==> src/rtl/scale_adapt.sv <==
// scale_adapt: ADPCM quantizer scale-factor adaptation.
// One request runs IDLE -> ADAPT -> MULT (7 cycles) -> MIX -> IDLE.
// ADAPT updates the fast (YU) and slow (YL) scale factors from the code word.
// MULT forms DIFM*AL with a shift-add multiplier, one AL bit per cycle.
// MIX blends the two factors into the new quantizer scale Y.
module scale_adapt #(
   parameter logic [12:0] YU_RST = 13'd544,
   parameter logic [18:0] YL_RST = 19'd34816
) (
   input  logic        CLK,
   input  logic        RESET,
   input  logic        START,
   input  logic [4:0]  I,
   input  logic [1:0]  RATE,
   input  logic [6:0]  AL,
   output logic        BUSY,
   output logic        DONE,
   output logic [12:0] Y,
   output logic [18:0] YL
);

   typedef enum logic [1:0] {IDLE, ADAPT, MULT, MIX} state_t;

   state_t      state_q, state_d;
   logic [4:0]  i_q, i_d;
   logic [1:0]  rate_q, rate_d;
   logic [6:0]  al_q, al_d;      // shifted right once per MULT cycle
   logic [2:0]  cnt_q, cnt_d;    // MULT cycle index = weight of current AL bit
   logic [19:0] acc_q, acc_d;    // exact DIFM*AL product
   logic [12:0] yu_q, yu_d;
   logic [18:0] yl_q, yl_d;
   logic [12:0] y_q, y_d;
   logic        busy_q, busy_d;
   logic        done_q, done_d;

   logic [3:0]         im;
   logic signed [11:0] wi;
   logic [16:0]        wi32, dif;
   logic [12:0]        difsx, yut, yu_new;
   logic [20:0]        yl_sh;
   logic [13:0]        d2;
   logic [18:0]        yl_new;
   logic [13:0]        dm;
   logic               s;
   logic [12:0]        difm, prodm, yl_hi, y_mix;
   logic [13:0]        pm14;
   logic [19:0]        pp;
   logic [6:0]         al_clamp;

   // Sign/magnitude split of the active code field, then WI table lookup
   always_comb begin
      im = 4'd0;
      unique case (rate_q)
         2'b00: im = i_q[1] ? {3'b000, ~i_q[0]}   : {3'b000, i_q[0]};
         2'b01: im = i_q[2] ? {2'b00, ~i_q[1:0]}  : {2'b00, i_q[1:0]};
         2'b10: im = i_q[3] ? {1'b0, ~i_q[2:0]}   : {1'b0, i_q[2:0]};
         2'b11: im = i_q[4] ? ~i_q[3:0]           : i_q[3:0];
      endcase
      wi = 12'sd0;
      unique case (rate_q)
         2'b00: wi = im[0] ? 12'sd439 : -12'sd22;
         2'b01:
            case (im[1:0])
               2'd0: wi = -12'sd4;
               2'd1: wi = 12'sd30;
               2'd2: wi = 12'sd137;
               default: wi = 12'sd582;
            endcase
         2'b10:
            case (im[2:0])
               3'd0: wi = -12'sd12;
               3'd1: wi = 12'sd18;
               3'd2: wi = 12'sd41;
               3'd3: wi = 12'sd64;
               3'd4: wi = 12'sd112;
               3'd5: wi = 12'sd198;
               3'd6: wi = 12'sd355;
               default: wi = 12'sd1122;
            endcase
         2'b11:
            case (im)
               4'd0:  wi = 12'sd14;
               4'd1:  wi = 12'sd14;
               4'd2:  wi = 12'sd24;
               4'd3:  wi = 12'sd39;
               4'd4:  wi = 12'sd40;
               4'd5:  wi = 12'sd41;
               4'd6:  wi = 12'sd58;
               4'd7:  wi = 12'sd100;
               4'd8:  wi = 12'sd141;
               4'd9:  wi = 12'sd179;
               4'd10: wi = 12'sd219;
               4'd11: wi = 12'sd280;
               4'd12: wi = 12'sd358;
               4'd13: wi = 12'sd440;
               4'd14: wi = 12'sd529;
               default: wi = 12'sd696;
            endcase
      endcase
   end

   // Scale-factor datapath: adaptation, mix term, multiplier step, final mix
   always_comb begin
      // WI*32 wraps naturally in 17 bits, so adding 2^17 is a no-op
      wi32   = {wi, 5'b00000};
      dif    = wi32 - {4'b0000, y_q};
      difsx  = 13'(dif >> 5) + (dif[16] ? 13'd4096 : 13'd0);
      yut    = y_q + difsx;
      yu_new = (yut < 13'd544) ? 13'd544 : ((yut > 13'd5120) ? 13'd5120 : yut);
      yl_sh  = 21'd1048576 - {2'b00, yl_q};
      d2     = 14'({2'b00, yu_new} + 15'(yl_sh >> 6));
      // D2 is a signed 14-bit step; sign-extend it into YL
      yl_new = yl_q + {{5{d2[13]}}, d2};

      // Mix term uses the freshly registered YU/YL, stable through MULT
      yl_hi  = 13'(yl_q >> 6);
      dm     = {1'b0, yu_q} - {1'b0, yl_hi};
      s      = dm[13];
      difm   = s ? 13'(14'd0 - dm) : dm[12:0];

      pp     = al_q[0] ? (20'(difm) << cnt_q) : 20'd0;

      prodm  = 13'(acc_q >> 6);
      pm14   = s ? (14'd0 - {1'b0, prodm}) : {1'b0, prodm};
      y_mix  = 13'({1'b0, yl_hi} + pm14);

      al_clamp = (AL > 7'd64) ? 7'd64 : AL;
   end

   // Next-state and next-register logic of the request sequencer
   always_comb begin
      state_d = state_q;
      i_d     = i_q;
      rate_d  = rate_q;
      al_d    = al_q;
      cnt_d   = cnt_q;
      acc_d   = acc_q;
      yu_d    = yu_q;
      yl_d    = yl_q;
      y_d     = y_q;
      busy_d  = busy_q;
      done_d  = 1'b0;
      unique case (state_q)
         IDLE: begin
            if (START) begin
               i_d     = I;
               rate_d  = RATE;
               al_d    = al_clamp;
               acc_d   = 20'd0;
               cnt_d   = 3'd0;
               busy_d  = 1'b1;
               state_d = ADAPT;
            end
         end
         ADAPT: begin
            yu_d    = yu_new;
            yl_d    = yl_new;
            acc_d   = 20'd0;
            cnt_d   = 3'd0;
            state_d = MULT;
         end
         MULT: begin
            acc_d = acc_q + pp;
            al_d  = al_q >> 1;
            cnt_d = cnt_q + 3'd1;
            if (cnt_q == 3'd6) state_d = MIX;
         end
         MIX: begin
            y_d     = y_mix;
            busy_d  = 1'b0;
            done_d  = 1'b1;
            state_d = IDLE;
         end
      endcase
   end

   // State and output registers; reset aborts any request in flight
   always_ff @(posedge CLK) begin
      if (RESET) begin
         state_q <= IDLE;
         i_q     <= 5'd0;
         rate_q  <= 2'd0;
         al_q    <= 7'd0;
         cnt_q   <= 3'd0;
         acc_q   <= 20'd0;
         yu_q    <= YU_RST;
         yl_q    <= YL_RST;
         y_q     <= 13'd544;
         busy_q  <= 1'b0;
         done_q  <= 1'b0;
      end else begin
         state_q <= state_d;
         i_q     <= i_d;
         rate_q  <= rate_d;
         al_q    <= al_d;
         cnt_q   <= cnt_d;
         acc_q   <= acc_d;
         yu_q    <= yu_d;
         yl_q    <= yl_d;
         y_q     <= y_d;
         busy_q  <= busy_d;
         done_q  <= done_d;
      end
   end

   assign BUSY = busy_q;
   assign DONE = done_q;
   assign Y    = y_q;
   assign YL   = yl_q;

endmodule

==> config.mk <==
export PLATFORM = sky130hd
export DESIGN_NAME = scale_adapt
export DESIGN_NICKNAME = d
export VERILOG_FILES = /design/src/rtl/scale_adapt.sv
export SDC_FILE = /design/constraint.sdc
export NUM_CORES = 1
export LEC_CHECK = 0
export ABC_AREA = 0
export ABC_CLOCK_PERIOD_IN_PS = 13720
export BUFFER_PORTS_ARGS = -buffer_cell sky130_fd_sc_hd__clkbuf_2
export CORE_ASPECT_RATIO = 1.1
export CORE_UTILIZATION = 55
export CTS_CLUSTER_DIAMETER = 60
export DETAILED_ROUTE_END_ITERATION = 8
export PLACE_DENSITY = 0.73
export SLEW_MARGIN = 20
export SYNTH_ARGS = -nofsm -noshare
export SYNTH_HDL_FRONTEND = slang
export SYNTH_SLANG_ARGS = --single-unit
==> constraint.sdc <==
create_clock -name CLK -period 13.72 [get_ports CLK]
set_input_delay 2.744 -clock CLK [delete_from_list [all_inputs] [get_ports CLK]]
set_output_delay 2.744 -clock CLK [all_outputs]
set_load 0.02 [all_outputs]
==> impl_metrics.csv, run 1 <==
group,metric,value,unit
outcome,status,"finished, final reports clean",
grt,antenna_found_initial,0,
sta,fin_skew,13.3,ps
setup_path,critPathKind,"reg2reg",
sta,slew_headroom,28.1,%
grt,grt_pass1_vias,8272,
grt,grt_start_max_net_pins,84,
clock_tree,cts_tree,"done",
yosys,synth_nets,1409,
route,initialDrtViolationCount,508,
die,die_h,141,um
setup_path,cp-start-kind,"register",
sta,fin_crit_sh,80.4,%
cells_and_area,syn2layout_area_growth,7.37,%
sta,tightest_slew,1070,ps
grt,overflow,0,
sta,fin_tns_setup,0,ps
die,start_util,56.4,%
placement,dp.final_hpwl,18700,um
clock_tree,cts_max_path_buffers,2,
yosys,yosys_most_used_dff,"dfxtp_1",
placement,io_buffer_count,50,
run,max_cap_viol_count,0,
route,ant_nets,0,
setup_path,required,14000,ps
clock_tree,h-tree-depth,3,
die,rows,50,
yosys,synthCells,1276,
yosys,syn_avg_cell_area,7.55,um^2
die,dieArea,18000,um^2
clock_tree,worstSkewPairLatency,350,ps
sta,setup_viol,0,
clock_tree,ctsRootBufferMaster,"clkbuf_16",
yosys,synth_top_cell_by_area,"dfxtp_1",
route,via_count,9086,
setup_path,cp_slowest_stage_delay,840,ps
yosys,synth_warnings,0,
hold_path,hp-class,"reg2reg",
setup_path,end_kind,"register",
clock_tree,clock-sinks,85,
grt,grt_usage,27.6,%
cells_and_area,drive_gt1_share,8.32,%
clock_tree,post_cts_buffers,0,
setup_path,crit_top_cell,"a21oi_1",
yosys,async_reset_ff_share,0,%
route,drc,0,
route,wl_per_cell,15.9,um
yosys,synth_edf_count,0,
clock_tree,cts_resized,0,
setup_path,worst-endpoint-arrival,11310,ps
yosys,synth_area_leaders,"dfxtp_1 18%, ha_1 14%, xnor2_1 7.2%",
clock_tree,cts_hold_buf,0,
yosys,synth-seq-cells,85,
die,die_w,128,um
sta,maxSlewViolCount,0,
yosys,synth_area,9630,um^2
route,firstDrtPassIters,5,
yosys,synth_cell_type_count,89,
grt,grt_pass1_wl,40200,um
cells_and_area,nets,1426,
route,totalWireLength,24400,um
route,viasPerCell,5.93,
setup_path,cp_slowest_cell,"dfxtp_1",
clock_tree,cts_buffers,9,
die,pin_count,51,
cells_and_area,n_fill_cell,1639,
placement,globalplace.congestion,0.912,
sta,rsz0062_at_grt,"false",
cells_and_area,antenna_cells,0,
sta,max_freq,0.0907,GHz
sta,period_minus_slack,11030,ps
yosys,ys_seq_area_share,17.7,%
cells_and_area,final_cell_mix,"153 x nor2_1, 133 x a21oi_1, 110 x ha_1, 90 x nand2_1, 85 x dfxtp_1",
setup_path,critPathMaxFanout,22,
sta,hold_viol,0,
cells_and_area,final_common_cell,"nor2_1",
yosys,yosysTopAreaCellShare,17.7,%
die,core,17100,um^2
clock_tree,clkTransAtPathRegs,70,ps
-- layer usage --
metal	global-route usage, %	up-vias	share of wire [%]
li1	-	4618	-
met3	2.85	44	4.0
met2	45.6	192	46
met4	9.66	0	2.3
met1	37.2	4232	48
met5	0	-	0
-- layout make-up --
cell class	count	area, um^2	share of cell area (%)
Inverter	84	315	3.05
Clock buffer	10	239	2.31
Clock inverter	6	93.8	0.908
Tap cell	234	293	2.83
Multi-Input combinational cell	1060	7420	71.8
Sequential cell	85	1700	16.5
Timing Repair Buffer	53	273	2.64
-- cells by family (layout without fill, tap and decap cells) --
family	Yosys count	count (layout)	synth area share [%]
xor+xnor	109	109	9.99
compound gates	373	373	25.7
buf+inv	131	153	5.27
flops	85	85	17.7
simple gates	414	414	20.5
fa+ha+maj	117	117	15.6
mux	47	47	5.22
-- state kept, by name, indices dropped and copies added (netlist names) --
name     flops
i_q          5
acc_q       19
rate_q       2
state_q      2
yu_q        13
al_q         7
Y           13
YL          19
BUSY         1
DONE         1
cnt_q        3
-- Yosys cell counts, types with 14 or more instances --
| master | instances |
|---|---|
| nand2b_1 | 15 |
| xor2_1 | 29 |
| nor3_1 | 34 |
| ha_1 | 110 |
| nor2_1 | 153 |
| inv_1 | 83 |
| xnor2_1 | 79 |
| nor2b_1 | 19 |
| o21bai_1 | 20 |
| mux2i_1 | 41 |
| a211oi_1 | 18 |
| o21ai_0 | 51 |
| a21o_1 | 23 |
| a21oi_1 | 134 |
| clkbuf_1 | 38 |
| nand2_1 | 90 |
| nand3_1 | 23 |
| a22oi_1 | 14 |
| dfxtp_1 | 85 |
-- path summary, 6_finish.rpt --
| kind | start | end | slack, ps | cells after the start |
|---|---|---|---|---|
| max reg2reg | rate_q[0]$_SDFFE_PP0P_ | YL[18]$_SDFFE_PP0N_ | 2690 | 45 |
| min reg2reg | acc_q[0]$_SDFFE_PP0P_ | acc_q[0]$_SDFFE_PP0P_ | 460 | 2 |
| min | acc_q[0]$_SDFFE_PP0P_ | acc_q[0]$_SDFFE_PP0P_ | 460 | 2 |
| max | rate_q[0]$_SDFFE_PP0P_ | YL[18]$_SDFFE_PP0N_ | 2690 | 45 |
-- stage by stage --
stage | worst slack (ps) | util (%) | hold WS, ps | cell area (um^2) | instances
2_1_floorplan | 3800 | - | 436 | 9630 | 1276
3_3_place_gp | 3010 | 58.6 | 447 | 10000 | 1516
3_5_place_dp | 2870 | 58.6 | 454 | 10000 | 1516
4_1_cts | 2840 | 60.5 | 466 | 10300 | 1532
5_1_grt | 1920 | 60.5 | 491 | 10300 | 1532
6_report | 2690 | 60.5 | 463 | 10300 | 1532
-- worst max-delay path: cells and delay by family, from the launching register on --
kind            cells  cell delay [ps]
flops               1              840
mux                 1              430
xor+xnor            3              600
buf+inv             1              200
simple gates        8             1320
fa+ha+maj           5             1540
compound gates     27             5980
Power of run 1 is not shown: default switching activity piles up to over one toggle a cycle in this logic, so the estimate is an artifact.
==> run 2, diff against run 1 <==
ABC_AREA = 1   (was 0)
ABC_CLOCK_PERIOD_IN_PS = 11000   (was 13720)
clock period = 11 ns   (was 13.72 ns; I/O delays follow)
==> run 2 against run 1 <==
Effect of this change:
- synthesized cell count grew 18%
- core utilization grew 0.32 points
- flip-flop and latch count is the same
- highest routed layer unchanged
- global-route usage grew 2.1 points
- non-clock buffer count grew 3
- register-to-register slack lost 1900 ps
- area after synthesis shrank 1.3%
- maximum frequency grew 8.4%
- cell area shrank 0.21%
==> impl_metrics.csv, run 2 <==
group,metric,value,unit
outcome,status,"finished, final reports clean",
die,start_util,56.1,%
placement,globalplace.congestion,0.955,
yosys,synthCells,1501,
setup_path,cp-start-kind,"register",
route,wl_per_cell,14.7,um
yosys,ys_top_cells_by_count,"293 x nand2_1, 235 x inv_1, 152 x nor2_1",
yosys,synth_warnings,0,
die,dieArea,17800,um^2
clock_tree,cts_hold_buf,0,
yosys,yosysMostFrequentCell,"nand2_1",
setup_path,cp_slowest_stage_delay,460,ps
placement,io_buffer_count,50,
cells_and_area,multi_input_area,6750,um^2
cells_and_area,n_fill_cell,1690,
die,pin_count,51,
sta,tightest_slew,1100,ps
setup_path,critPathMaxFanout,11,
sta,hold_viol,0,
setup_path,end_kind,"register",
yosys,ys_seq_area_share,17.9,%
clock_tree,clock-sinks,85,
placement,place_area,9910,um^2
setup_path,critPathKind,"reg2reg",
setup_path,worst-endpoint-arrival,10410,ps
setup_path,cp_slowest_cell,"dfxtp_1",
placement,dp.cells,1752,
sta,fin_skew,7.65,ps
setup_path,worst-r2r-setup-slack,830,ps
route,drc,0,
placement,dp.final_hpwl,20500,um
setup_path,path_buf_inv,7,
cells_and_area,fin_area,10300,um^2
grt,grt_usage,29.7,%
sta,setup_viol,0,
cells_and_area,syn2layout_area_growth,8.57,%
route,firstDrtPassIters,5,
route,totalWireLength,26000,um
clock_tree,cts_tree,"done",
clock_tree,clkTransAtPathRegs,60,ps
sta,worst_hold_slack,472,ps
yosys,yosysTopAreaCellShare,17.9,%
cells_and_area,drive_gt1_share,7.87,%
grt,overflow,0,
sta,rsz0062_at_grt,"false",
die,die_h,140,um
route,via_count,9666,
yosys,synth_nets,1634,
sta,max_freq,0.0983,GHz
yosys,syn_avg_cell_area,6.33,um^2
yosys,synth_cell_type_count,51,
grt,grt_start_max_net_pins,51,
sta,slew_headroom,26.3,%
setup_path,crit_top_cell,"nand2_1",
yosys,yosys_most_used_dff,"dfxtp_1",
clock_tree,h-tree-depth,3,
die,rows,50,
setup_path,crit-reg2reg-launch,"rate_q[0]$_SDFFE_PP0P_",
route,viasPerCell,5.46,
yosys,synth_edf_count,0,
clock_tree,worstSkewPairLatency,340,ps
grt,antenna_found_initial,0,
yosys,synth_area_leaders,"dfxtp_1 18%, ha_1 14%, nand2_1 12%",
yosys,synth_top_cell_by_area,"dfxtp_1",
die,die_w,127,um
setup_path,critical_path_depth,62,
setup_path,critPathLaunch,"rate_q[0]$_SDFFE_PP0P_",
setup_path,cpLargestDelayFamily,"compound AO/OA/AOI/OAI gates",
sta,fin_tns_setup,0,ps
setup_path,rr_endpoint,"YL[17]$_SDFFE_PP0N_",
setup_path,rr_worst_depth,62,
grt,grt_pass1_wl,42800,um
route,initialDrtViolationCount,565,
cells_and_area,nets,1665,
cells_and_area,final_common_cell,"nand2_1",
clock_tree,cts_buffers,9,
cells_and_area,final_cell_mix,"293 x nand2_1, 233 x inv_1, 150 x nor2_1, 146 x a21oi_1, 118 x o21ai_0",
cells_and_area,antenna_cells,0,
cells_and_area,register_area,1700,um^2
yosys,async_reset_ff_share,0,%
yosys,synth-seq-cells,85,
sta,period_minus_slack,10170,ps
sta,fin_crit_sh,92.5,%
sta,maxSlewViolCount,0,
hold_path,hp-class,"reg2reg",
clock_tree,ctsRootBufferMaster,"clkbuf_16",
yosys,synth_area,9500,um^2
run,max_cap_viol_count,0,
setup_path,required,11230,ps
die,core,17000,um^2
route,ant_nets,0,
grt,grt_pass1_vias,8905,
cells_and_area,fin_cells,1771,
clock_tree,cts_max_path_buffers,2,
setup_path,crit_end,"YL[17]$_SDFFE_PP0N_",
==> run 2: logic make-up after synthesis <==
kind of cell,Yosys count,synth area share (%)
fa+ha+maj,116,15.7
mux,3,0.316
buf+inv,278,11.2
flops,85,17.9
compound gates,343,19.9
xor+xnor,80,7.37
simple gates,596,27.6
==> run 2: per-layer routing <==
metal	wire length [um]	up-vias	track usage [%]
li1	-	4997	-
met1	12000	4346	39.3
met2	12100	276	51.3
met3	1260	47	2.46
met4	613	0	8.21
met5	0	-	0
==> run 2: worst register-to-register path, delay by kind of cell, from the launching register on <==
| family | cells | cell delay, ps |
|---|---|---|
| simple gates | 26 | 3020 |
| flops | 1 | 460 |
| fa+ha+maj | 6 | 1730 |
| compound gates | 20 | 3660 |
| buf+inv | 7 | 710 |
| xor+xnor | 3 | 490 |
==> run 2: worst min path at each step <==
stage / from / end / slack [ps] / depth (start not counted)
2_1_floorplan: al_q[6]$_SDFFE_PP0P_ / al_q[6]$_SDFFE_PP0P_ / 440 / 2
3_3_place_gp: acc_q[0]$_SDFFE_PP0P_ / acc_q[0]$_SDFFE_PP0P_ / 460 / 2
3_5_place_dp: acc_q[2]$_SDFFE_PP0P_ / acc_q[2]$_SDFFE_PP0P_ / 470 / 2
4_1_cts: acc_q[5]$_SDFFE_PP0P_ / acc_q[5]$_SDFFE_PP0P_ / 480 / 2
5_1_grt: acc_q[4]$_SDFFE_PP0P_ / acc_q[4]$_SDFFE_PP0P_ / 500 / 2
6_report: al_q[6]$_SDFFE_PP0P_ / al_q[6]$_SDFFE_PP0P_ / 470 / 2
==> run 2: layout make-up <==
cell class	instances	area share, %
clock inverters	7	1.41
inverters	242	8.80
flip-flops and latches	85	16.5
multi-input cells	1138	65.4
clock buffers	9	2.18
repair buffers	56	2.86
well taps	234	2.84
==> run 2: timing repair <==
action	4_1_cts	5_1_grt
endpoints found under the setup margin	0	4
resized for setup	0	4
endpoints found under the hold margin	0	0
setup buffers	0	3
==> run 2: metrics by stage <==
step	util [%]	setup slack (ps)
4_1_cts	60.7	620
6_report	60.9	828
3_5_place_dp	58.5	683
5_1_grt	60.9	5.07
3_3_place_gp	58.5	1010
2_1_floorplan	-	2030
Power of run 2 is left out for the same reason.
